[src/rtl/sextium_io_port.sv]
// Synthesizable I/O peripheral for the sextium_core I/O bus: RX/TX stream FIFOs behind an ioack handshake.
// Optional read timeout on an empty RX FIFO is compiled in with `define IO_READ_TIMEOUT_EN.

module sextium_io_fifo #(
    parameter int WIDTH      = 16,
    parameter int DEPTH_LOG2 = 4
) (
    input  logic                  clock,
    input  logic                  reset,
    input  logic                  push_i,
    input  logic [WIDTH-1:0]      data_i,
    input  logic                  pop_i,
    output logic [WIDTH-1:0]      head_o,
    output logic [DEPTH_LOG2:0]   level_o,
    output logic                  full_o,
    output logic                  empty_o
);
    localparam int DEPTH = 1 << DEPTH_LOG2;

    logic [WIDTH-1:0]    mem_q [DEPTH];
    logic [DEPTH_LOG2:0] wr_ptr_q, wr_ptr_d;
    logic [DEPTH_LOG2:0] rd_ptr_q, rd_ptr_d;
    logic [DEPTH_LOG2:0] level_q, level_d;
    logic                push_ok;
    logic                pop_ok;

    // The extra pointer bit separates "full" from "empty" when the low bits match.
    assign empty_o = (wr_ptr_q == rd_ptr_q);
    assign full_o  = (wr_ptr_q[DEPTH_LOG2] != rd_ptr_q[DEPTH_LOG2]) &&
                     (wr_ptr_q[DEPTH_LOG2-1:0] == rd_ptr_q[DEPTH_LOG2-1:0]);
    assign push_ok = push_i && !full_o;
    assign pop_ok  = pop_i && !empty_o;
    assign head_o  = mem_q[rd_ptr_q[DEPTH_LOG2-1:0]];
    assign level_o = level_q;

    always_ff @(posedge clock) begin
        if (push_ok) begin
            mem_q[wr_ptr_q[DEPTH_LOG2-1:0]] <= data_i;
        end
    end

    always_comb begin
        wr_ptr_d = wr_ptr_q;
        rd_ptr_d = rd_ptr_q;
        level_d  = level_q;
        if (push_ok) begin
            wr_ptr_d = wr_ptr_q + 1'b1;
        end
        if (pop_ok) begin
            rd_ptr_d = rd_ptr_q + 1'b1;
        end
        case ({push_ok, pop_ok})
            2'b10:   level_d = level_q + 1'b1;
            2'b01:   level_d = level_q - 1'b1;
            default: level_d = level_q;
        endcase
    end

    always_ff @(posedge clock or negedge reset) begin
        if (!reset) begin
            wr_ptr_q <= '0;
            rd_ptr_q <= '0;
            level_q  <= '0;
        end else begin
            wr_ptr_q <= wr_ptr_d;
            rd_ptr_q <= rd_ptr_d;
            level_q  <= level_d;
        end
    end
endmodule

module sextium_io_port #(
    parameter int WIDTH      = 16,
    parameter int DEPTH_LOG2 = 4,
    parameter int TIMEOUT    = 1024
) (
    input  logic                  clock,
    input  logic                  reset,
    input  logic                  io_read,
    input  logic                  io_write,
    input  logic [WIDTH-1:0]      io_bus_in,
    output logic [WIDTH-1:0]      io_bus_out,
    output logic                  ioack,
    input  logic                  rx_valid,
    input  logic [WIDTH-1:0]      rx_data,
    output logic                  rx_ready,
    output logic                  tx_valid,
    output logic [WIDTH-1:0]      tx_data,
    input  logic                  tx_ready,
    output logic [DEPTH_LOG2:0]   rx_level,
    output logic [DEPTH_LOG2:0]   tx_level
);
    typedef enum logic [1:0] {
        ST_IDLE,
        ST_ACK,
        ST_RELEASE
    } state_t;

    if (DEPTH_LOG2 < 1 || TIMEOUT < 1) begin : g_param_check
        $error("sextium_io_port: DEPTH_LOG2 and TIMEOUT must be at least 1");
    end

    state_t             state_q, state_d;
    logic [WIDTH-1:0]   bus_out_q, bus_out_d;
    logic               rx_pop;
    logic               tx_push;
    logic [WIDTH-1:0]   rx_head;
    logic               rx_full, rx_empty;
    logic               tx_full, tx_empty;

    sextium_io_fifo #(.WIDTH(WIDTH), .DEPTH_LOG2(DEPTH_LOG2)) u_rx_fifo (
        .clock   (clock),
        .reset   (reset),
        .push_i  (rx_valid && rx_ready),
        .data_i  (rx_data),
        .pop_i   (rx_pop),
        .head_o  (rx_head),
        .level_o (rx_level),
        .full_o  (rx_full),
        .empty_o (rx_empty)
    );

    sextium_io_fifo #(.WIDTH(WIDTH), .DEPTH_LOG2(DEPTH_LOG2)) u_tx_fifo (
        .clock   (clock),
        .reset   (reset),
        .push_i  (tx_push),
        .data_i  (io_bus_in),
        .pop_i   (tx_valid && tx_ready),
        .head_o  (tx_data),
        .level_o (tx_level),
        .full_o  (tx_full),
        .empty_o (tx_empty)
    );

    assign rx_ready   = !rx_full;
    assign tx_valid   = !tx_empty;
    assign ioack      = (state_q == ST_ACK);
    assign io_bus_out = bus_out_q;

`ifdef IO_READ_TIMEOUT_EN
    localparam int CNT_W = $clog2(TIMEOUT + 1);
    localparam logic [CNT_W-1:0] CNT_LAST = CNT_W'(TIMEOUT - 1);

    logic [CNT_W-1:0] cnt_q, cnt_d;

    always_ff @(posedge clock or negedge reset) begin
        if (!reset) begin
            cnt_q <= '0;
        end else begin
            cnt_q <= cnt_d;
        end
    end
`endif

    // Read wins over write; RELEASE waits for both requests low so a held request is served once.
    always_comb begin
        state_d   = state_q;
        bus_out_d = bus_out_q;
        rx_pop    = 1'b0;
        tx_push   = 1'b0;
`ifdef IO_READ_TIMEOUT_EN
        cnt_d     = '0;
`endif
        case (state_q)
            ST_IDLE: begin
                if (io_read) begin
                    if (!rx_empty) begin
                        rx_pop    = 1'b1;
                        bus_out_d = rx_head;
                        state_d   = ST_ACK;
                    end
`ifdef IO_READ_TIMEOUT_EN
                    else if (cnt_q == CNT_LAST) begin
                        bus_out_d = '0;
                        state_d   = ST_ACK;
                    end else begin
                        cnt_d = cnt_q + 1'b1;
                    end
`endif
                end else if (io_write && !tx_full) begin
                    tx_push = 1'b1;
                    state_d = ST_ACK;
                end
            end
            ST_ACK: begin
                state_d = ST_RELEASE;
            end
            ST_RELEASE: begin
                if (!io_read && !io_write) begin
                    state_d = ST_IDLE;
                end
            end
            default: begin
                state_d = ST_IDLE;
            end
        endcase
    end

    always_ff @(posedge clock or negedge reset) begin
        if (!reset) begin
            state_q   <= ST_IDLE;
            bus_out_q <= '0;
        end else begin
            state_q   <= state_d;
            bus_out_q <= bus_out_d;
        end
    end
endmodule

[config.mk]
export PLATFORM = sky130hd
export DESIGN_NAME = sextium_io_port
export DESIGN_NICKNAME = d
export VERILOG_FILES = /design/src/rtl/sextium_io_port.sv
export SDC_FILE = /design/constraint.sdc
export NUM_CORES = 1
export LEC_CHECK = 0
export BUFFER_PORTS_ARGS = -buffer_cell sky130_fd_sc_hd__buf_2
export CAP_MARGIN = 20
export CORE_MARGIN = 5
export CORE_UTILIZATION = 50
export CTS_BUF_LIST = sky130_fd_sc_hd__clkbuf_2
export CTS_CLUSTER_DIAMETER = 50
export DETAILED_ROUTE_END_ITERATION = 7
export PLACE_DENSITY = 0.67
export SYNTH_ARGS = -nofsm -noshare
export SYNTH_HDL_FRONTEND = slang
export SYNTH_HIERARCHICAL = 1
export SYNTH_SLANG_ARGS = --single-unit
[constraint.sdc]
create_clock -name clock -period 4.6 [get_ports clock]
set_input_delay 0.46 -clock clock [delete_from_list [all_inputs] [get_ports clock]]
set_output_delay 0.46 -clock clock [all_outputs]
set_load 0.01 [all_outputs]
==> flow_summary.ini, run 1 <==
[hold_path]
hp-class = input pin to register
hold_end = u_tx_fifo/mem_q[7][13]
whs_path_depth = 2
min-delay-start = io_bus_in[13]

[cts]
cts_buffers = 140
cts.sinks = 560
clk-insertion-delay-late_ps = 1190
cts_buffer_depth = 3
clkTransAtPathRegs_ps = 90
cts_tree = yes
clk_root_buffer_cell = clkbuf_2
h-tree-depth = 4

[setup_path]
critPathMaxStageDelay_ps = 830
r2r-end = u_rx_fifo/level_o[4]
crit_path_start_kind = register
cp_num_buf_inv = 2
r2r_setup_slack_ps = 950
worst-path-max-fanout = 37
crit_path_end_kind = primary output
cp.required_ps = 4140
r2r_cells = 12
cp.arrival_ps = 3760
worstSetupPathType = register to primary output
crit_slowest_cell = nand2b_1
rr_startpoint = u_rx_fifo/wr_ptr_q[3]
critPathTopFamily = simple AND/OR/NAND/NOR gates
crit_chain = buf_4 > nand2b_1 > o22ai_1 > nor2_1 > buf_2

[placement]
hpwl_um = 27100
dpl_cell_area_mm2 = 0.0233
portBuffers = 82
gp_congestion = 0.764

[yosys]
synth_area_mm2 = 0.0220
ys_seq_area_frac = 0.753
ys_ff_latch = 560
synth_cell_types = 46
synth_fp_nets = 1114
syn-instance-count = 1056
syn_area_per_cell_um2 = 20.8
yosysWarnings = 6

[flow_run]
cap_violations = 0

[die]
pin_count = 83
core_area_mm2 = 0.0433
fp-row-count = 76
die_y_um = 220
die_x_um = 220
start_util = 0.509
dieArea_mm2 = 0.0483

[timing]
max_freq_ghz = 0.237
setup_viol = 0
period_needed_ps = 4220
final_max_slew_viol_count = 0
timing.final.crit_share = 0.918
worst_slew_pin_slew_ps = 1200
hold_violations = 0
finClkSkew_ps = 63.7
timing.max_slew.rel_slack = 0.200
finalSetupTns_ps = 0
whs_ps = 187

[grt]
grt_use_total = 0.202
antenna_found_initial = 5
grt_max_degree = 49
grt_pass1_wl_um = 71700
grt_pass1_vias = 12200
grt-ovfl-total = 0

[layout]
area_delta_synth_final_pct = 13.5
drive_above_1_share = 0.398
design_area_mm2 = 0.0250
layout.nets = 1367
final_util = 0.577

[route]
num_vias = 11300
vias_per_cell = 5.71
ant_nets = 0
wl_per_cell_um = 23.6
drc = 0
dr.pass1.iters = 4
initialDrtViolationCount = 1091
totalWireLength_um = 46900

[power]
ir_worst_vdd_mv = 0.384
powerDensity_mw_per_mm2 = 585
leakage_nw = 8.50

[run_status]
status = finished, final reports clean
-- cell usage after synthesis (all sizes together) --
cell,instances,area share
a211oi,1,0.00034
a21o,2,0.00068
a21oi,4,0.00091
and2,2,0.00057
and2b,1,0.00040
and3,2,0.00057
and4,2,0.00080
buf,37,0.013
clkbuf,16,0.0027
dfrtp,48,0.055
edfxtp,512,0.70
fa,2,0.0018
ha,18,0.010
inv,12,0.0020
mux2,22,0.011
mux4,128,0.13
nand2,14,0.0024
nand2b,11,0.0031
nand4,4,0.0017
nand4b,2,0.00080
nor2,63,0.011
nor2b,2,0.00057
nor3,11,0.0025
nor3b,2,0.00068
nor4,2,0.00057
nor4b,1,0.0011
o2111ai,2,0.00080
o211ai,12,0.0059
o21ai,14,0.0039
o21bai,1,0.00034
o22ai,64,0.018
o311ai,4,0.0016
or2,2,0.00057
or2b,1,0.00034
or3,2,0.00057
or3b,1,0.00040
xnor2,30,0.013
xor2,2,0.00080
-- worst max path at each step --
| stage | start | to | depth (start not counted) |
|---|---|---|---|
| 2_1_floorplan | u_tx_fifo/rd_ptr_q[2] | u_tx_fifo/mem_q[3][0] | 9 |
| 3_3_place_gp | u_rx_fifo/wr_ptr_q[2] | u_rx_fifo/level_o[4] | 12 |
| 3_5_place_dp | u_tx_fifo/wr_ptr_q[4] | u_tx_fifo/level_o[4] | 11 |
| 4_1_cts | u_tx_fifo/rd_ptr_q[1] | tx_data[11] | 6 |
| 5_1_grt | u_tx_fifo/rd_ptr_q[0] | tx_data[14] | 5 |
| 6_report | u_tx_fifo/rd_ptr_q[0] | tx_data[14] | 5 |
-- worst reg2reg max path: cells and delay by family, from the launching register on --
family	cells	cell delay, ps
AOI/OAI and AO/OA	4	830
xor gates and xnor gates	1	280
adders and majority gates	2	760
buffers and inverters	2	300
DFF	1	530
and+or+nand+nor	3	820
-- layout by cell type (no fill, tap or decap), drive strengths merged, types with 18 or more instances in the layout --
master / instances
nor2: 63
ha: 18
o22ai: 64
inv: 19
mux2: 22
clkbuf: 207
edfxtp: 512
xnor2: 30
dlygate4sd3: 42
buf: 122
mux4: 128
dfrtp: 48
-- what timing repair did --
action / CTS / global route
endpoints found under the setup margin: 0 / 2
hold buffers: 42 / 0
buffers inserted: 0 / 0
hold endpoints to repair: 648 / 0
resized for setup: 0 / 2
-- per-layer routing --
layer | GRT usage | share of wire
met4 | 0.0662 | 0.016
met2 | 0.312 | 0.48
met3 | 0.0648 | 0.082
met1 | 0.278 | 0.42
met5 | 0 | 0.00040
-- power breakdown --
group / total (mW) / leakage [nW] / switching, mW / internal, mW
registers: 6.42 / 5.18 / 0.327 / 6.09
clock network: 3.33 / 0.983 / 1.87 / 1.46
logic: 4.85 / 2.33 / 2.71 / 2.14
-- area by class of cell --
class	count	area, µm²
inverters	12	45.0
fillers	3282	18300
diodes	3	7.51
clock buffers	207	1040
repair buffers	164	1180
multi-input cells	431	5150
flip-flops and latches	560	16600
clock inverters	24	233
well taps	585	732
-- stage by stage --
step	setup WS, ps	std cells	power, mW
global placement	1160	1710	11.3
finish	377	1986	14.6
detailed placement	1010	1710	11.4
global route	-7.01	1986	15.5
floorplan	681	1056	9.96
CTS	85.4	1983	14.8
-- registers in the layout, summed over array words and instances, names as in the netlist --
name / cells
state_q: 2
u_tx_fifo/mem_q: 256
u_rx_fifo/rd_ptr_q: 5
u_rx_fifo/mem_q: 256
u_rx_fifo/wr_ptr_q: 5
u_tx_fifo/rd_ptr_q: 5
io_bus_out: 16
u_tx_fifo/level_o: 5
u_tx_fifo/wr_ptr_q: 5
u_rx_fifo/level_o: 5
-- logic make-up (layout without fill, tap and decap cells) --
kind of cell,count (synthesis),count (layout),synth area share
adder cells (fa/ha/maj),20,20,0.0121
buffers and inverters,65,407,0.0173
multiplexers,150,150,0.142
AND/OR/NAND/NOR,125,125,0.0284
other,0,3,0
flip-flops,560,560,0.753
AO/OA/AOI/OAI,104,104,0.0326
XOR/XNOR,32,32,0.0141
(Power assumes the default switching activity.)
==> run 2, diff against run 1 <==
- CORE_MARGIN: 5 -> default
- REMOVE_ABC_BUFFERS: default -> 1
==> run 2 against run 1 <==
Non-clock buffer count rose by 5. Worst setup slack got worse by 75 ps. Design area up 0.11%. Flip-flop and latch count unchanged. Global-route usage up 1.4 points. Via count is 1.1% higher. Critical path type unchanged. Largest cell class unchanged.
==> flow_summary.ini, run 2 (synthesized netlist as in run 1, its figures left out) <==
[layout]
drive_above_1_share = 0.394
layout.nets = 1374
final_cell_mix = edfxtp_1 (512), clkbuf_2 (205), mux4_2 (128), buf_2 (82), o22ai_1 (64)
num-fill-cells = 3243
ff_latch_area_mm2 = 0.0166
final_cells = 2004
area_delta_synth_final_pct = 13.6
layout_commonest_cell = edfxtp_1
multi_input_area_mm2 = 0.00515
final_util = 0.578
design_area_mm2 = 0.0250

[die]
start_util = 0.509
pin_count = 83
fp-row-count = 76
die_x_um = 212
dieArea_mm2 = 0.0449
die_y_um = 212
core_area_mm2 = 0.0433

[power]
switchingPower_mw = 4.87
p_seq_frac = 0.446
intPower_mw = 9.59
total_power_mw = 14.5
p_sw_frac = 0.337
ir_worst_vdd_mv = 0.387
power_frac_comb = 0.326
leakage_nw = 8.51
clockPowerShare = 0.228
powerDensity_mw_per_mm2 = 578

[timing]
timing.max_slew.rel_slack = 0.253
worst_slew_pin_slew_ps = 1120
setup_viol = 0
finalSetupTns_ps = 0
finClkSkew_ps = 99.3
max_freq_ghz = 0.233
hold_violations = 0
timing.final.crit_share = 0.934
final_max_slew_viol_count = 0
rsz0062_at_grt = false
period_needed_ps = 4300

[grt]
grt_pass1_wl_um = 69600
grt_pass1_vias = 12000
grt-ovfl-total = 0
antenna_found_initial = 3
grt_use_total = 0.217
grt_max_degree = 52

[setup_path]
crit_chain = buf_4 > buf_4 > mux4_2 > o22ai_1 > nor2_1 > buf_2
crit_slowest_cell = buf_4
cp_num_buf_inv = 3
critPathTopFamily = buffers and inverters
worst-path-max-fanout = 42
cp.arrival_ps = 3840
cp.required_ps = 4140
worstSetupPathType = register to primary output
crit_path_end_kind = primary output
crit_path_start_kind = register
crit_top_cell = buf_4
critPathMaxStageDelay_ps = 660

[route]
num_vias = 11500
initialDrtViolationCount = 743
dr.pass1.iters = 5
wl_per_cell_um = 23.2
totalWireLength_um = 46500
vias_per_cell = 5.72
ant_nets = 0
drc = 0

[flow_run]
cap_violations = 0

[cts]
clk-insertion-delay-late_ps = 1240
post-cts-setup-buffer-count = 0
clkTransAtPathRegs_ps = 100
cts.sinks = 560
cts_buffers = 142
postCtsResizedCells = 0
cts_buffer_depth = 3
clk_root_buffer_cell = clkbuf_2
cts_tree = yes
h-tree-depth = 4

[run_status]
status = finished, final reports clean

[placement]
dpl_cell_area_mm2 = 0.0233
dpl.cell_count = 1712
gp_congestion = 0.736
portBuffers = 82
hpwl_um = 25400

[hold_path]
hp-class = input pin to register
## run 2: cell count changes in the layout (fill, tap and decap cells not counted), sizes merged, moves of 2 or more
cell         delta
buf             +3
bufinv          -2
clkbuf          -2
clkinv         +21
dlygate4sd3     +2
inv             -4
## run 2: power groups by stage
stage	sequential (mW)	clock [mW]	combinational [mW]
after detailed placement	6.57	0	4.70
after global placement	6.55	0	4.65
after CTS	6.45	3.42	4.74
final	6.45	3.30	4.71
after global routing	6.52	3.65	5.09
after floorplan	6.92	0	2.88
## run 2: stage by stage
stage / hold WS, ps / setup WS (ps)
3_5_place_dp: 491 / 900
4_1_cts: 0.616 / 123
5_1_grt: 86.0 / 89.0
3_3_place_gp: 483 / 987
2_1_floorplan: 164 / -1060
6_report: 150 / 302
## run 2: final timing paths
check | from | endpoint | slack [ps] | cells after the start
max | u_tx_fifo/rd_ptr_q[1] | tx_data[10] | 300 | 6
min | io_bus_in[1] | u_tx_fifo/mem_q[8][1] | 150 | 2
max reg2reg | u_tx_fifo/wr_ptr_q[2] | u_tx_fifo/level_o[4] | 900 | 12
min reg2reg | io_bus_out[8] | io_bus_out[8] | 510 | 1
max in group asynchronous | reset | u_rx_fifo/rd_ptr_q[1] | 3540 | 4
min in group asynchronous | reset | io_bus_out[12] | 470 | 4
## run 2: routing by layer
layer	wire, µm	track usage	vias up
met1	20300	0.307	5986
met5	0	0	-
met2	21500	0.316	431
met4	976	0.0930	0
li1	-	-	4971
met3	3660	0.0628	66
## run 2: final cells by class
type | count | share of cell area
Antenna cell | 4 | 0.000400
Clock buffer | 205 | 0.0410
Clock inverter | 38 | 0.00991
Inverter | 12 | 0.00180
Multi-Input combinational cell | 431 | 0.206
Sequential cell | 560 | 0.663
Tap cell | 585 | 0.0293
Timing Repair Buffer | 169 | 0.0482
## run 2: timing repair
item                                    4_1_cts  5_1_grt
hold buffers                                 44        0
endpoints found under the hold margin       643        0
endpoints found under the setup margin        0        0
